--- src/rtl/a5_pkg.sv ---
// a5_pkg -- shared constants and types for the A5/1 burst generator.
//   R1/R2/R3 : register lengths, feedback tap masks and clocking-bit indices
//   KEY_W / FRAME_W : session key and frame number widths
//   state_t  : controller state encoding
package a5_pkg;

  localparam int KEY_W       = 64;
  localparam int FRAME_W     = 22;
  localparam int LOAD_CYCLES = KEY_W + FRAME_W;

  localparam int R1_LEN = 19;
  localparam int R2_LEN = 22;
  localparam int R3_LEN = 23;

  // Feedback taps as bit masks: R1 18/17/16/13, R2 21/20, R3 22/21/20/7.
  localparam logic [R1_LEN-1:0] R1_TAPS = 19'h72000;
  localparam logic [R2_LEN-1:0] R2_TAPS = 22'h300000;
  localparam logic [R3_LEN-1:0] R3_TAPS = 23'h700080;

  localparam int R1_CLK = 8;
  localparam int R2_CLK = 10;
  localparam int R3_CLK = 10;

  typedef enum logic [2:0] {
    IDLE = 3'd0,
    LOAD = 3'd1,
    MIX  = 3'd2,
    GEN  = 3'd3,
    DONE = 3'd4
  } state_t;

endpackage

--- src/rtl/a5_burst_generator_if.sv ---
// a5_burst_generator_if -- keystream word stream (valid/ready).
//   out_valid : out_data/out_last/out_dir hold a word
//   out_ready : consumer accepts the word
//   out_data  : keystream word, first bit in the MSB
//   out_last  : final word of a burst
//   out_dir   : 0 = downlink burst, 1 = uplink burst
//   master = generator side, slave = consumer side
interface a5_burst_generator_if #(
  parameter int WORD_W = 8
);
  logic              out_valid;
  logic              out_ready;
  logic [WORD_W-1:0] out_data;
  logic              out_last;
  logic              out_dir;

  modport master (output out_valid, output out_data, output out_last,
                  output out_dir, input out_ready);
  modport slave  (input out_valid, input out_data, input out_last,
                  input out_dir, output out_ready);
endinterface

--- src/rtl/a5_lfsr.sv ---
// a5_lfsr -- one A5/1 shift register.
//   clk, reset_n : clock, asynchronous active-low reset
//   clr          : synchronous clear (new session), wins over clk_en
//   clk_en       : step the register this cycle
//   din          : bit XORed into the feedback (key/frame loading)
//   msb          : MSB the register will hold after this cycle's step
//   clk_bit      : current value of the majority clocking bit
module a5_lfsr
  import a5_pkg::*;
#(
  parameter int              LEN     = R1_LEN,
  parameter logic [LEN-1:0]  TAPS    = R1_TAPS,
  parameter int              CLK_BIT = R1_CLK
) (
  input  logic clk,
  input  logic reset_n,
  input  logic clr,
  input  logic clk_en,
  input  logic din,
  output logic msb,
  output logic clk_bit
);

  logic [LEN-1:0] r_state;
  logic           w_fb;

  assign w_fb = (^(r_state & TAPS)) ^ din;

  always_ff @(posedge clk or negedge reset_n) begin
    if (!reset_n) begin
      r_state <= '0;
    end else if (clr) begin
      r_state <= '0;
    end else if (clk_en) begin
      r_state <= {r_state[LEN-2:0], w_fb};
    end
  end

  assign clk_bit = r_state[CLK_BIT];
  // Keystream is taken after the step, so expose the post-step MSB.
  assign msb = clk_en ? r_state[LEN-2] : r_state[LEN-1];

endmodule

--- src/rtl/a5_burst_generator.sv ---
// a5_burst_generator -- A5/1 keystream generator producing one downlink and
// one uplink burst per session, packed MSB-first into WORD_W-bit words.
//   clk, reset_n : clock, asynchronous active-low reset
//   start        : one-cycle session request (restarts from any state)
//   key, frame   : session key / frame number, bit 0 loaded first
//   busy         : session in progress
//   out_if       : keystream word stream (master side)
module a5_burst_generator
  import a5_pkg::*;
#(
  parameter int WORD_W     = 8,
  parameter int BURST_BITS = 114,
  parameter int MIX_CYCLES = 100
) (
  input  logic               clk,
  input  logic               reset_n,
  input  logic               start,
  input  logic [KEY_W-1:0]   key,
  input  logic [FRAME_W-1:0] frame,
  output logic               busy,
  a5_burst_generator_if.master out_if
);

  localparam int CNT_MAX = (LOAD_CYCLES > MIX_CYCLES) ? LOAD_CYCLES : MIX_CYCLES;
  localparam int CNT_W   = $clog2(CNT_MAX);
  localparam int BIT_W   = (BURST_BITS > 1) ? $clog2(BURST_BITS) : 1;
  localparam int PCNT_W  = (WORD_W > 1) ? $clog2(WORD_W) : 1;

  state_t                   r_state, w_state_next;
  logic [CNT_W-1:0]         r_cnt;
  logic [BIT_W-1:0]         r_bit;
  logic [PCNT_W-1:0]        r_pcnt;
  logic [WORD_W-1:0]        r_pack;
  logic [LOAD_CYCLES-1:0]   r_ld;
  logic                     r_dir, r_gen_end;
  logic                     r_valid, r_last, r_odir;
  logic [WORD_W-1:0]        r_data;

  logic [2:0]               w_en, w_msb, w_cbit;
  logic                     w_maj, w_load, w_step_maj, w_din, w_ks;
  logic                     w_wdone, w_stall, w_gen_step, w_burst_end;
  logic [PCNT_W-1:0]        w_bit_pos;
  logic [WORD_W-1:0]        w_word;

  // ---------------- shift registers ----------------
  a5_lfsr #(.LEN(R1_LEN), .TAPS(R1_TAPS), .CLK_BIT(R1_CLK)) u_r1 (
    .clk(clk), .reset_n(reset_n), .clr(start), .clk_en(w_en[0]),
    .din(w_din), .msb(w_msb[0]), .clk_bit(w_cbit[0]));
  a5_lfsr #(.LEN(R2_LEN), .TAPS(R2_TAPS), .CLK_BIT(R2_CLK)) u_r2 (
    .clk(clk), .reset_n(reset_n), .clr(start), .clk_en(w_en[1]),
    .din(w_din), .msb(w_msb[1]), .clk_bit(w_cbit[1]));
  a5_lfsr #(.LEN(R3_LEN), .TAPS(R3_TAPS), .CLK_BIT(R3_CLK)) u_r3 (
    .clk(clk), .reset_n(reset_n), .clr(start), .clk_en(w_en[2]),
    .din(w_din), .msb(w_msb[2]), .clk_bit(w_cbit[2]));

  assign w_maj  = (w_cbit[0] & w_cbit[1]) | (w_cbit[0] & w_cbit[2]) |
                  (w_cbit[1] & w_cbit[2]);
  assign w_load = (r_state == LOAD);
  assign w_din  = w_load ? r_ld[0] : 1'b0;

  // A word completes on a full packer or on the last bit of a burst; it can
  // only leave if the output register is free this cycle, else everything
  // holds so no bit is lost.
  assign w_burst_end = (r_bit == BIT_W'(BURST_BITS - 1));
  assign w_wdone     = (r_pcnt == PCNT_W'(WORD_W - 1)) || w_burst_end;
  assign w_stall     = w_wdone && r_valid && !out_if.out_ready;
  assign w_gen_step  = (r_state == GEN) && !r_gen_end && !w_stall;
  assign w_step_maj  = (r_state == MIX) || w_gen_step;

  for (genvar gi = 0; gi < 3; gi++) begin : g_en
    assign w_en[gi] = w_load || (w_step_maj && (w_cbit[gi] == w_maj));
  end

  assign w_ks      = ^w_msb;
  assign w_bit_pos = PCNT_W'(WORD_W - 1) - r_pcnt;
  // Unfilled low bits of r_pack stay zero, which pads a short final word.
  assign w_word    = r_pack | (WORD_W'(w_ks) << w_bit_pos);

  // ---------------- controller ----------------
  always_ff @(posedge clk or negedge reset_n) begin
    if (!reset_n) r_state <= IDLE;
    else          r_state <= w_state_next;
  end

  always_comb begin
    w_state_next = r_state;
    busy         = (r_state != IDLE);
    if (start) begin
      w_state_next = LOAD;
    end else begin
      case (r_state)
        IDLE: w_state_next = IDLE;
        LOAD: if (r_cnt == CNT_W'(LOAD_CYCLES - 1)) w_state_next = MIX;
        MIX:  if (r_cnt == CNT_W'(MIX_CYCLES - 1))  w_state_next = GEN;
        GEN:  if (r_gen_end && r_valid && out_if.out_ready) w_state_next = DONE;
        DONE: w_state_next = IDLE;
        default: w_state_next = IDLE;
      endcase
    end
  end

  // ---------------- counters, packer, output register ----------------
  always_ff @(posedge clk or negedge reset_n) begin
    if (!reset_n) begin
      r_cnt     <= '0;
      r_bit     <= '0;
      r_pcnt    <= '0;
      r_pack    <= '0;
      r_ld      <= '0;
      r_dir     <= 1'b0;
      r_gen_end <= 1'b0;
      r_valid   <= 1'b0;
      r_last    <= 1'b0;
      r_odir    <= 1'b0;
      r_data    <= '0;
    end else if (start) begin
      // Restart drops any word in flight; data/last/dir are masked by valid.
      r_cnt     <= '0;
      r_bit     <= '0;
      r_pcnt    <= '0;
      r_pack    <= '0;
      r_ld      <= {frame, key};
      r_dir     <= 1'b0;
      r_gen_end <= 1'b0;
      r_valid   <= 1'b0;
    end else begin
      if (r_valid && out_if.out_ready) r_valid <= 1'b0;
      case (r_state)
        LOAD: begin
          r_ld  <= r_ld >> 1;
          r_cnt <= (r_cnt == CNT_W'(LOAD_CYCLES - 1)) ? '0 : r_cnt + 1'b1;
        end
        MIX: r_cnt <= r_cnt + 1'b1;
        GEN: begin
          if (w_gen_step) begin
            if (w_wdone) begin
              r_valid <= 1'b1;
              r_data  <= w_word;
              r_last  <= w_burst_end;
              r_odir  <= r_dir;
              r_pack  <= '0;
              r_pcnt  <= '0;
            end else begin
              r_pack  <= w_word;
              r_pcnt  <= r_pcnt + 1'b1;
            end
            if (w_burst_end) begin
              r_bit <= '0;
              if (r_dir) r_gen_end <= 1'b1;
              else       r_dir     <= 1'b1;
            end else begin
              r_bit <= r_bit + 1'b1;
            end
          end
        end
        default: ;
      endcase
    end
  end

  assign out_if.out_valid = r_valid;
  assign out_if.out_data  = r_data;
  assign out_if.out_last  = r_last;
  assign out_if.out_dir   = r_odir;

endmodule

--- src/flat_wrapper.sv ---
// flat-port wrapper written by rule: the top's interface ports become plain ports
module a5_burst_generator_flat import a5_pkg::*;
#(
  parameter int WORD_W     = 8,
  parameter int BURST_BITS = 114,
  parameter int MIX_CYCLES = 100
)
  (clk, reset_n, start, key, frame, busy, out_if_out_valid, out_if_out_data, out_if_out_last, out_if_out_dir, out_if_out_ready);
  a5_burst_generator_if #(.WORD_W(WORD_W)) out_if_i ();
  input  logic clk;
  input  logic reset_n;
  input  logic start;
  input  logic [KEY_W-1:0] key;
  input  logic [FRAME_W-1:0] frame;
  output logic busy;
  output wire logic [$bits(out_if_i.out_valid)-1:0] out_if_out_valid;
  output wire logic [$bits(out_if_i.out_data)-1:0] out_if_out_data;
  output wire logic [$bits(out_if_i.out_last)-1:0] out_if_out_last;
  output wire logic [$bits(out_if_i.out_dir)-1:0] out_if_out_dir;
  input wire logic [$bits(out_if_i.out_ready)-1:0] out_if_out_ready;
  assign out_if_out_valid = out_if_i.out_valid;
  assign out_if_out_data = out_if_i.out_data;
  assign out_if_out_last = out_if_i.out_last;
  assign out_if_out_dir = out_if_i.out_dir;
  assign out_if_i.out_ready = out_if_out_ready;
  a5_burst_generator #(.WORD_W(WORD_W), .BURST_BITS(BURST_BITS), .MIX_CYCLES(MIX_CYCLES)) u_core (.clk(clk), .reset_n(reset_n), .start(start), .key(key), .frame(frame), .busy(busy), .out_if(out_if_i));
endmodule
--- config.mk ---
export PLATFORM = sky130hd
export DESIGN_NAME = a5_burst_generator_flat
export DESIGN_NICKNAME = d
export VERILOG_FILES = /design/src/rtl/a5_pkg.sv /design/src/rtl/a5_burst_generator_if.sv /design/src/rtl/a5_lfsr.sv /design/src/rtl/a5_burst_generator.sv /design/src/flat_wrapper.sv
export SDC_FILE = /design/constraint.sdc
export NUM_CORES = 1
export LEC_CHECK = 0
export ABC_AREA = 1
export CAP_MARGIN = 5
export CELL_PAD_IN_SITES_DETAIL_PLACEMENT = 1
export CELL_PAD_IN_SITES_GLOBAL_PLACEMENT = 2
export CORE_MARGIN = 2
export CORE_UTILIZATION = 38
export CTS_CLUSTER_DIAMETER = 100
export DETAILED_ROUTE_END_ITERATION = 8
export HOLD_SLACK_MARGIN = 0.08
export PLACE_DENSITY = 0.93
export SLEW_MARGIN = 20
export SYNTH_ARGS = -nofsm -noshare
export SYNTH_HDL_FRONTEND = slang
export SYNTH_HIERARCHICAL = 1
export SYNTH_SLANG_ARGS = --single-unit
--- constraint.sdc ---
create_clock -name clk -period 3.9 [get_ports clk]
set_clock_uncertainty 0.2 [all_clocks]
set_input_delay 0.78 -clock clk [delete_from_list [all_inputs] [get_ports clk]]
set_output_delay 0.78 -clock clk [all_outputs]
set_load 0.05 [all_outputs]
# [Word-level counts from Yosys, hierarchy flattened]
# Cells that the tools add are included.
[op_classes] n_addsub=4 bitwise=10 n_eq_ne=13 muxes=46 reduce_logical=37 shift=1
[op_table] op="2-to-1 mux 86 bit" n=2
[op_table] op="2-to-1 mux 23 bit" n=2
[op_table] op="2-to-1 mux 22 bit" n=2
[op_table] op="2-to-1 mux 7 bit" n=6
[op_table] op="2-to-1 mux 19 bit" n=2
[op_table] op="2-to-1 mux 8 bit" n=4
[op_table] op="2-to-1 mux 3 bit" n=8
[op_table] op="parity 23 bit" n=1
[op_table] op="parity 22 bit" n=1
[op_table] op="equality test 7 bit, second input constant" n=3
[op_table] op="parity 19 bit" n=1
[op_table] op="2-to-1 mux 1 bit" n=18
[op_table] op="nonzero test 2 bit" n=8
[op_table] op="adder 7 x 1 -> 7 bit, second input constant" n=2
[op_table] op="case mux 7 bit (2 select lines)" n=1
[op_table] op="logical AND 1 bit" n=10
[op_table] op="inequality test 3 bit, second input constant" n=3
[op_table] op="case mux 3 bit (3 select lines)" n=1
[op_table] op="bitwise OR 8 bit" n=1
[op_table] op="AND reduction 4 bit" n=2
[op_table] op="left shift 1 x 3 -> 8 bit" n=1
[op_table] op="equality test 3 x 2 -> 1 bit, second input constant" n=2
[op_table] op="AND reduction 3 bit" n=2
[op_table] op="nonzero test 3 bit" n=2
[op_table] op="other kinds (13)" n=26
[totals] ff_bits=191 wordCells=126

# [Logic depth before layout (Yosys ltp)]
[logic_depth] ltp_word=17 depth_mapped=21

# [Modules after synthesis]
# Netlist, hierarchy kept.
[modules_own_cells] mod="a5_burst_generator" area_each_um2=6058.3 n_inst=1 cells_per_inst=678 seq_area_each_um2=3178.0
[modules_own_cells] mod="a5_lfsr at u_core.u_r3" area_each_um2=968.4 n_inst=1 cells_per_inst=97 seq_area_each_um2=575.6
[modules_own_cells] mod="a5_lfsr at u_core.u_r2" area_each_um2=939.7 n_inst=1 cells_per_inst=85 seq_area_each_um2=550.5
[modules_own_cells] mod="a5_lfsr at u_core.u_r1" area_each_um2=795.8 n_inst=1 cells_per_inst=83 seq_area_each_um2=475.5

# [Worst setup path after synthesis]
# Ideal clock, no wire load.
[synth_timing] path_kind="input-to-reg" start="in out_if_out_ready" end="reg u_core.r_pack[0]" cell_stages=15 arrival_time_ps=2397 n_path_buf=0 setup_slack_ps=1224 setup_time_ps=79 required_ps=3621 path_cell_list="nor2_1 -> nand2_2 -> nand2_4 -> nand2_1 -> o21ai_0 -> nand2_1 -> o21ai_0 -> inv_1 -> nand2_1 -> nand2_1 -> nand2_1 -> nand4_1 -> nor2_1 -> nor2_1 -> a21oi_1"
[synth_via] elab_chain_len=15
[synth_rtl] element="start, declared" line_no="flat_wrapper.sv:20" text="input wire logic [$bits(out_if_i.out_ready)-1:0] out_if_out_ready;"
[synth_rtl] element="zero test 1 bit" line_no="a5_burst_generator.sv:66" text="assign w_stall = w_wdone && r_valid && !out_if.out_ready;"
[synth_rtl] element="logical AND 1 bit" line_no="a5_burst_generator.sv:66"
[synth_rtl] element="zero test 1 bit" line_no="a5_burst_generator.sv:67" text="assign w_gen_step = (r_state == GEN) && !r_gen_end && !w_stall;"
[synth_rtl] element="logical AND 1 bit" line_no="a5_burst_generator.sv:67"
[synth_rtl] element="logical OR 1 bit" line_no="a5_burst_generator.sv:68" text="assign w_step_maj = (r_state == MIX) || w_gen_step;"
[synth_rtl] element="logical AND 1 bit" line_no="a5_burst_generator.sv:71" text="assign w_en[gi] = w_load || (w_step_maj && (w_cbit[gi] == w_maj));"
[synth_rtl] element="logical OR 1 bit" line_no="a5_burst_generator.sv:71"
[synth_rtl] element="named net u_core.w_en[0]" line_no="a5_burst_generator.sv:39" text="logic [2:0] w_en, w_msb, w_cbit;"
[synth_rtl] element="2-to-1 mux 1 bit" line_no="a5_lfsr.sv:41" text="assign msb = clk_en ? r_state[LEN-2] : r_state[LEN-1];"
[synth_rtl] element="named net u_core.w_msb[0]" line_no="a5_burst_generator.sv:39"
[synth_rtl] element="parity 3 bit" line_no="a5_burst_generator.sv:74" text="assign w_ks = ^w_msb;"
[synth_rtl] element="left shift 1 x 3 -> 8 bit" line_no="a5_burst_generator.sv:77" text="assign w_word = r_pack | (WORD_W'(w_ks) << w_bit_pos);"
[synth_rtl] element="bitwise OR 8 bit" line_no="a5_burst_generator.sv:77"
[synth_rtl] element="2-to-1 mux 8 bit" line_no="a5_burst_generator.sv:136" text="if (w_wdone) begin"
[synth_rtl] element="2-to-1 mux 8 bit" line_no="a5_burst_generator.sv:135" text="if (w_gen_step) begin"
[synth_rtl] element="2-to-1 mux 8 bit" line_no="a5_burst_generator.sv:128" text="case (r_state)"
[synth_rtl] element="2-to-1 mux 8 bit" line_no="a5_burst_generator.sv:116" text="end else if (start) begin"
[synth_rtl] element="end signal, assigned" line_no="a5_burst_generator.sv:144" text="r_pack <= w_word;"
[synth_rtl] element="end, declared" line_no="a5_burst_generator.sv:33" text="logic [WORD_W-1:0] r_pack;"
# The timed path passes the listed nets, and every way through them passes these cells. The select of a mux whose other input is x is not followed.
# A chain may end at the register's enable or synchronous reset.

# [Worst setup path after layout]
[layout_timing] start="in out_if_out_ready" end="reg u_core.r_data[1], in the netlist u_core/out_if.out_data[1]"
[layout_via] elab_chain_len=11
[layout_rtl] element="zero test 1 bit" line_no="a5_burst_generator.sv:66"
[layout_rtl] element="logical AND 1 bit" line_no="a5_burst_generator.sv:66"
[layout_rtl] element="zero test 1 bit" line_no="a5_burst_generator.sv:67"
[layout_rtl] element="logical AND 1 bit" line_no="a5_burst_generator.sv:67"
[layout_rtl] element="logical OR 1 bit" line_no="a5_burst_generator.sv:68"
[layout_rtl] element="logical AND 1 bit" line_no="a5_burst_generator.sv:71"
[layout_rtl] element="logical OR 1 bit" line_no="a5_burst_generator.sv:71"
[layout_rtl] element="named net u_core.w_en[0]" line_no="a5_burst_generator.sv:39"
[layout_rtl] element="2-to-1 mux 1 bit" line_no="a5_lfsr.sv:41"
[layout_rtl] element="named net u_core.w_msb[0]" line_no="a5_burst_generator.sv:39"
[layout_rtl] element="parity 3 bit" line_no="a5_burst_generator.sv:74"
[layout_rtl] element="left shift 1 x 3 -> 8 bit" line_no="a5_burst_generator.sv:77"
[layout_rtl] element="bitwise OR 8 bit" line_no="a5_burst_generator.sv:77"
[layout_rtl] element="end signal, assigned" line_no="a5_burst_generator.sv:138" text="r_data <= w_word;"
[layout_rtl] element="end, declared" line_no="a5_burst_generator.sv:37" text="logic [WORD_W-1:0] r_data;"
# The timed path passes the listed nets, and every way through them passes these cells.

==> results.txt <==
----------------------------------------------------
[Clock network]
  Post CTS Setup Buffer Count ... 0
  Hold buffers post-CTS ... 0
  Clk Latency, worst-skew pair ... 0.44 ns
  Count of clock tree sinks ... 191
  Cts bufs inserted ... 17
  Level count of the clock H-tree ... 4
  Clock transition at the register clock pins on the worst setup and hold paths after CTS ... 0.08 ns
  Deepest clock path buffer count ... 2
  Clock Root Buffer ... clkbuf_16
  TritonCTS clock tree ... yes
  Resize count post-CTS ... 0

[Power]
  Fraction of power consumed by the clock network ... between 30% and 40%
  Power density normalized to cell area ... about 540 nW/um^2
  Internal power ... 0.00372 W
  Post-route total power ... 0.00574 W
  Leakage power summed over all cells ... 4.81 nW
  VDD IR max ... ~260 uV
  Share of total power in sequential cells ... 42.8%
  Net load switching power ... roughly 0.0020 W
  Share of total power consumed by net switching ... between 30% and 40%
  Combinational group share of total power ... 25.9%

[Run]
  Max-cap check violation count ... 0

[STA]
  Total negative setup slack ... 0 ns
  Slew margin rel. ... between 30% and 40%
  Final max-slew violation count ... 0
  Setup violation total in the final timing report ... 0
  Number of endpoints with negative hold slack in the final report ... 0
  Peak Freq ... 0.310 GHz
  Clock period minus worst slack ... 3.22 ns
  Worst Hold Margin ... 0.185 ns
  Ratio of final minimum period to clock period ... 82.6%
  Worst Tran Pin Value ... between 0.9 and 1 ns
  RSZ-0062 raised after global routing ... false

[Logic synthesis]
  Post-synthesis average cell area ... between 9 and 10 um^2
  Number of nets in the synthesized netlist ... 1039
  Total standard cell area after synthesis ... 8760 um^2
  Total of flip-flops plus latches after synthesis ... between 150 and 200
  Ys Warns ... 6
  Sequential fraction of the synthesis area ... 54.5%
  Async set-or-reset flop fraction in the synthesized netlist ... between 90% and 100%
  Netlist cell types ... 40
  Number of standard cells after synthesis ... between 900 and 1000
  Post-synth EDFFs ... 0
  Prevailing post-synth register cell ... dfrtp_1

[GRT]
  Global-route wire length before repair ... 34.8 mm
  Initial antenna violation count ... 1
  Pin count of the biggest net entering global routing ... 87
  Overall routing resource usage ... around 18%
  Number of global-route vias before repair ... roughly 7000
  Final global-route overflow total ... 0

[Placed design]
  Final HPWL DP ... 13.9 mm
  Final estimated routing congestion in global placement ... 0.749
  Instance count after placement with tap cells included ... 1295
  Count of input and output buffers ... approximately 100

[Die]
  Horizontal extent of the die ... between 150 and 200 um
  Starting Density ... approximately 39%
  Vert. Die Dim ... 156 um
  Number of placement rows ... 55
  Number of top-level pins ... 102
  Core area ... about 23000 um^2
  Die area ... approximately 24000 um^2

[Worst setup path]
  Required arrival time at the worst endpoint ... 4.07 ns
  Crit Path Max Fanout ... 13
  Data arrival, critical path ... roughly 3.4 ns
  Type of destination of the critical path ... flop
  Sort of element at the start of the critical path ... primary input
  Path type of the worst setup path ... primary input to flop

[Finish]
  Synthesis-to-finish area growth ... 20.3%
  Share of the core filled with cells ... a little under half
  Final net count ... 1125
  Share of layout cells above drive strength 1 ... 8.54%
  Post-route non-filler standard cell count ... 1328

[Drt]
  Total met2 wirelength after detailed routing ... 9.80 mm
  Vias per cell ... between 5 and 6
  Detailed-route wire length per cell ... 15.3 um
  1st-iter DRT viols ... 256
  Total routed wirelength ... just over 20 mm
  Antenna viol nets, final ... 0
  Post-Route M1 WL ... 9.49 mm
  Metal3 WL ... 804 um
  Number of optimization iterations in the first detailed-route pass ... 4
  Top routing layer in use ... met4
  Remaining routing DRC violations ... 0
  Routed vias ... about 6800

[Min path]
  HP Class ... primary input to asynchronous set/reset pin

[Outcome]
  Result of the run ... finished clean

----------------------------------------------------
==> critical path, stage by stage <==
cell and delay [ns]:
clkdlybuf4s50_1 0.42, nor2_1 0.29, nand2_2 0.13, nand2_4 0.20, nand2_1 0.13, o21ai_0 0.09, nand2_1 0.14, o21ai_0 0.32
inv_1 0.09, nand2_1 0.09, nand2_1 0.05, nand2_1 0.10, nand4_1 0.20, o21bai_1 0.21, nand2_1 0.07, nand2_1 0.06
==> flip-flops by register name, summed over array words and instances (netlist names) <==
signal	flops
u_core/u_r1/r_state	19
u_core/r_gen_end	1
u_core/r_pcnt	3
u_core/out_if.out_data	8
u_core/r_ld	86
u_core/out_if.out_valid	1
u_core/out_if.out_last	1
u_core/r_cnt	7
u_core/u_r3/r_state	23
u_core/r_dir	1
u_core/out_if.out_dir	1
u_core/r_pack	8
u_core/r_bit	7
u_core/r_state	3
u_core/u_r2/r_state	22
==> per-stage QoR <==
step	setup WS [ns]	cell area [um^2]
after floorplan	1.22	8760
after global placement	0.383	9930
after detailed placement	0.247	9930
after CTS	0.677	10500
after global routing	0.288	10500
final	0.679	10500
==> final timing paths <==
| check | startpoint | to | slack, ns | cells past startpoint |
|---|---|---|---|---|
| worst max-delay path | out_if_out_ready | u_core/out_if.out_data[1] | 0.68 | 16 |
| worst min-delay path | reset_n | u_core/r_ld[26] | 0.19 | 1 |
| worst max register to register | u_core/r_bit[1] | u_core/out_if.out_data[1] | 0.78 | 20 |
| worst min register to register | u_core/out_if.out_data[3] | u_core/out_if.out_data[3] | 0.28 | 2 |
| max in group asynchronous | reset_n | u_core/r_ld[3] | 2.37 | 2 |
| min in group clk | u_core/out_if.out_data[3] | u_core/out_if.out_data[3] | 0.28 | 2 |
==> cells in the final DEF (no fill, tap or decap), types with 2 or more instances in the layout <==
cell / n
o21ai_1: 3
nor3_1: 3
o21ai_0: 23
nor2_4: 4
nand2_1: 205
buf_4: 9
inv_1: 187
nor2_1: 32
ha_1: 6
clkbuf_16: 17
nor2_2: 4
o22ai_2: 11
dfrtp_1: 191
a21oi_1: 13
nand2_4: 2
clkdlybuf4s50_1: 99
inv_8: 4
o211ai_1: 2
clkinv_8: 3
xor2_1: 6
inv_2: 5
nand3_2: 9
o21bai_1: 8
xnor2_1: 2
o22ai_1: 43
o221ai_1: 83
nand3_1: 29
and2_1: 3
nand2_2: 6
inv_6: 6
nand4_1: 11
==> logic make-up after synthesis <==
logic type	after synthesis	share of synthesized area, %
and+or+nand+nor	312	16.0
buffers and inverters	238	11.6
DFF	191	54.5
AOI/OAI and AO/OA	188	16.2
xor gates and xnor gates	8	0.800
adders and majority gates	6	0.857
==> cells in the mapped netlist (all sizes together) (2+ instances only) <==
master / count / area (um^2)
clkinv: 2 / 8.75
o21ai: 27 / 139
nand2: 213 / 830
buf: 30 / 231
dfrtp: 191 / 4780
o211ai: 2 / 15.0
o221ai: 83 / 727
nor3: 3 / 15.0
a21oi: 13 / 65.1
clkbuf: 13 / 48.8
xnor2: 2 / 17.5
nand4: 12 / 81.3
nand3: 39 / 253
o22ai: 54 / 407
and2: 3 / 18.8
ha: 6 / 75.1
o21bai: 8 / 60.1
nor2: 40 / 190
xor2: 6 / 52.6
inv: 193 / 727
==> per-layer routing <==
layer | vias to the layer above | GRT usage, %
met5 | - | 0
met1 | 3371 | 23.7
met3 | 14 | 4.47
met4 | 0 | 4.02
li1 | 3286 | -
met2 | 102 | 29.0
==> area by class of cell <==
class	instances	area [um^2]
antenna	1	2.50
clock buffer	17	425
fill	2579	12100
tap	285	357
inverter	195	736
multi-input combinational	514	2970
clock inverter	15	185
timing repair buffer	110	1090
sequential	191	4780
==> power by group through the flow <==
stage / registers (W) / logic (W) / clock network, W
after floorplan: 0.00245 / 0.00117 / 0
after global placement: 0.00247 / 0.00144 / 0
after detailed placement: 0.00250 / 0.00150 / 0
after CTS: 0.00246 / 0.00151 / 0.00185
after global routing: 0.00250 / 0.00168 / 0.00194
final: 0.00246 / 0.00149 / 0.00180
(Power assumes the default switching activity.)
==> RTL edit, RTL diff (same flow settings) <==
Register the input `key` before use. The logic sees it one clock later. The other inputs are not delayed to match.
--- a/src/rtl/a5_burst_generator.sv
+++ b/src/rtl/a5_burst_generator.sv
@@ -27,2 +27,12 @@
   localparam int PCNT_W  = (WORD_W > 1) ? $clog2(WORD_W) : 1;
+
+  logic [KEY_W-1:0] key_q;
+
+  always_ff @(posedge clk or negedge reset_n) begin
+    if (!reset_n) begin
+      key_q <= '0;
+    end else begin
+      key_q <= key;
+    end
+  end
 
@@ -121,3 +131,3 @@
       r_pack    <= '0;
-      r_ld      <= {frame, key};
+      r_ld      <= {frame, key_q};
       r_dir     <= 1'b0;
Behaviour: no difference found for any inputs over 10 cycles, from zero or initial values and one cycle with reset_n low; that may be too few to reach the edited logic, so the function may still have changed.
==> RTL edit against the unedited design <==
- via count is 8.4% higher
- hold slack gained 79 ps
- first-iteration DRC count increased by 65%
- synthesized area grew 18%
- wire length up 19%
- sequential cell count increased by 64
- total power increased by 30%
- critical path depth decreased by 13
- design area up 20%
- combinational power grew 8%
- worst setup slack better by 290 ps
- die area up 18%
- clock power grew 48%
- largest cell class unchanged
==> RTL edit: results <==
{
  "nNonClkBuffers": 113,
  "syn-num-nets": 1114,
  "synth-xor-area-share": 0.007606,
  "grtUsageMet3": 0.01982,
  "p_leak_nw": 5.931,
  "inverters": 212,
  "place_ws_ps": 493.5,
  "use_met2": 0.2971,
  "clock_tree_area_fraction": 0.07482,
  "ys_seq_area_frac": 0.6157,
  "reg2reg_depth": 22,
  "worstPathArrival_ps": 1950,
  "worst_hold_slack_ps": 263.9,
  "buffer_area_frac": 0.08971,
  "multi_input_gates": 510,
  "grt_pass1_wl_um": 40060,
  "drt-met1-wl_um": 10880,
  "place_area_mm2": 0.01165,
  "nets": 1216,
  "met1_usage": 0.2224,
  "synth_cell_type_count": 37,
  "area_delta_synth_final_pct": 21.66,
  "n_clock_buffer": 39,
  "min_period_ps": 2928,
  "synth_top_family_by_area": "simple AND/OR/NAND/NOR gates",
  "synth_top_cells_by_count": "255 x dfrtp_1, 232 x nand2_1, 203 x inv_1",
  "worst_pin_slew_ps": 948.6,
  "drive_gt1_frac": 0.09482,
  "top_regs": "u_core/r_ld: 86 flops, u_core/key_q: 64 flops, u_core/u_r3/r_state: 23 flops",
  "clk_path_buf_depth": 3,
  "wl_met3_um": 596,
  "syn_area_per_cell_um2": 10.18,
  "path_max_fanout": 3,
  "route.met2.wl_um": 12090,
  "grt_max_degree": 93,
  "finalWirelength_um": 24140,
  "multi_input_area_share": 0.2320,
  "clk_pin_slew_ps": 60,
  "clk-insertion-delay-late_ps": 540,
  "grt_usage": 0.1694,
  "outcome": "completed",
  "vias": 7343,
  "seq_cells": 255,
  "synth_compound_area_frac": 0.1295,
  "synth_fa_ha_area_frac": 0.007244,
  "crit_start": "u_core/r_state[0]",
  "seq_area_mm2": 0.006381,
  "dp_hpwl_um": 15720,
  "fin_cells": 1481
}
RTL edit: worst max-delay path: stages, from the launching register on:
cell,delay (ps)
dfrtp_1,380
inv_1,70
nand3_1,140
clkdlybuf4s50_1,830
RTL edit: repair_timing:
item,4_1_cts,5_1_grt
endpoints found under the hold margin,10,0
hold buffers,1,0
buffers inserted,0,0
RTL edit: worst paths after layout:
kind	end
max in group asynchronous	u_core/out_if.out_data[0]
worst max register to register	u_core/r_pack[2]
worst min register to register	u_core/r_ld[6]
worst max-delay path	busy
min in group asynchronous	u_core/out_if.out_data[3]
worst min-delay path	u_core/r_ld[6]
RTL edit: power groups by stage:
| stage | registers, mW | logic (mW) | clock network (mW) |
|---|---|---|---|
| 2_1_floorplan | 3.19 | 1.23 | 0 |
| 3_3_place_gp | 3.21 | 1.55 | 0 |
| 3_5_place_dp | 3.24 | 1.62 | 0 |
| 4_1_cts | 3.20 | 1.63 | 2.74 |
| 5_1_grt | 3.23 | 1.81 | 2.83 |
| 6_report | 3.19 | 1.61 | 2.67 |
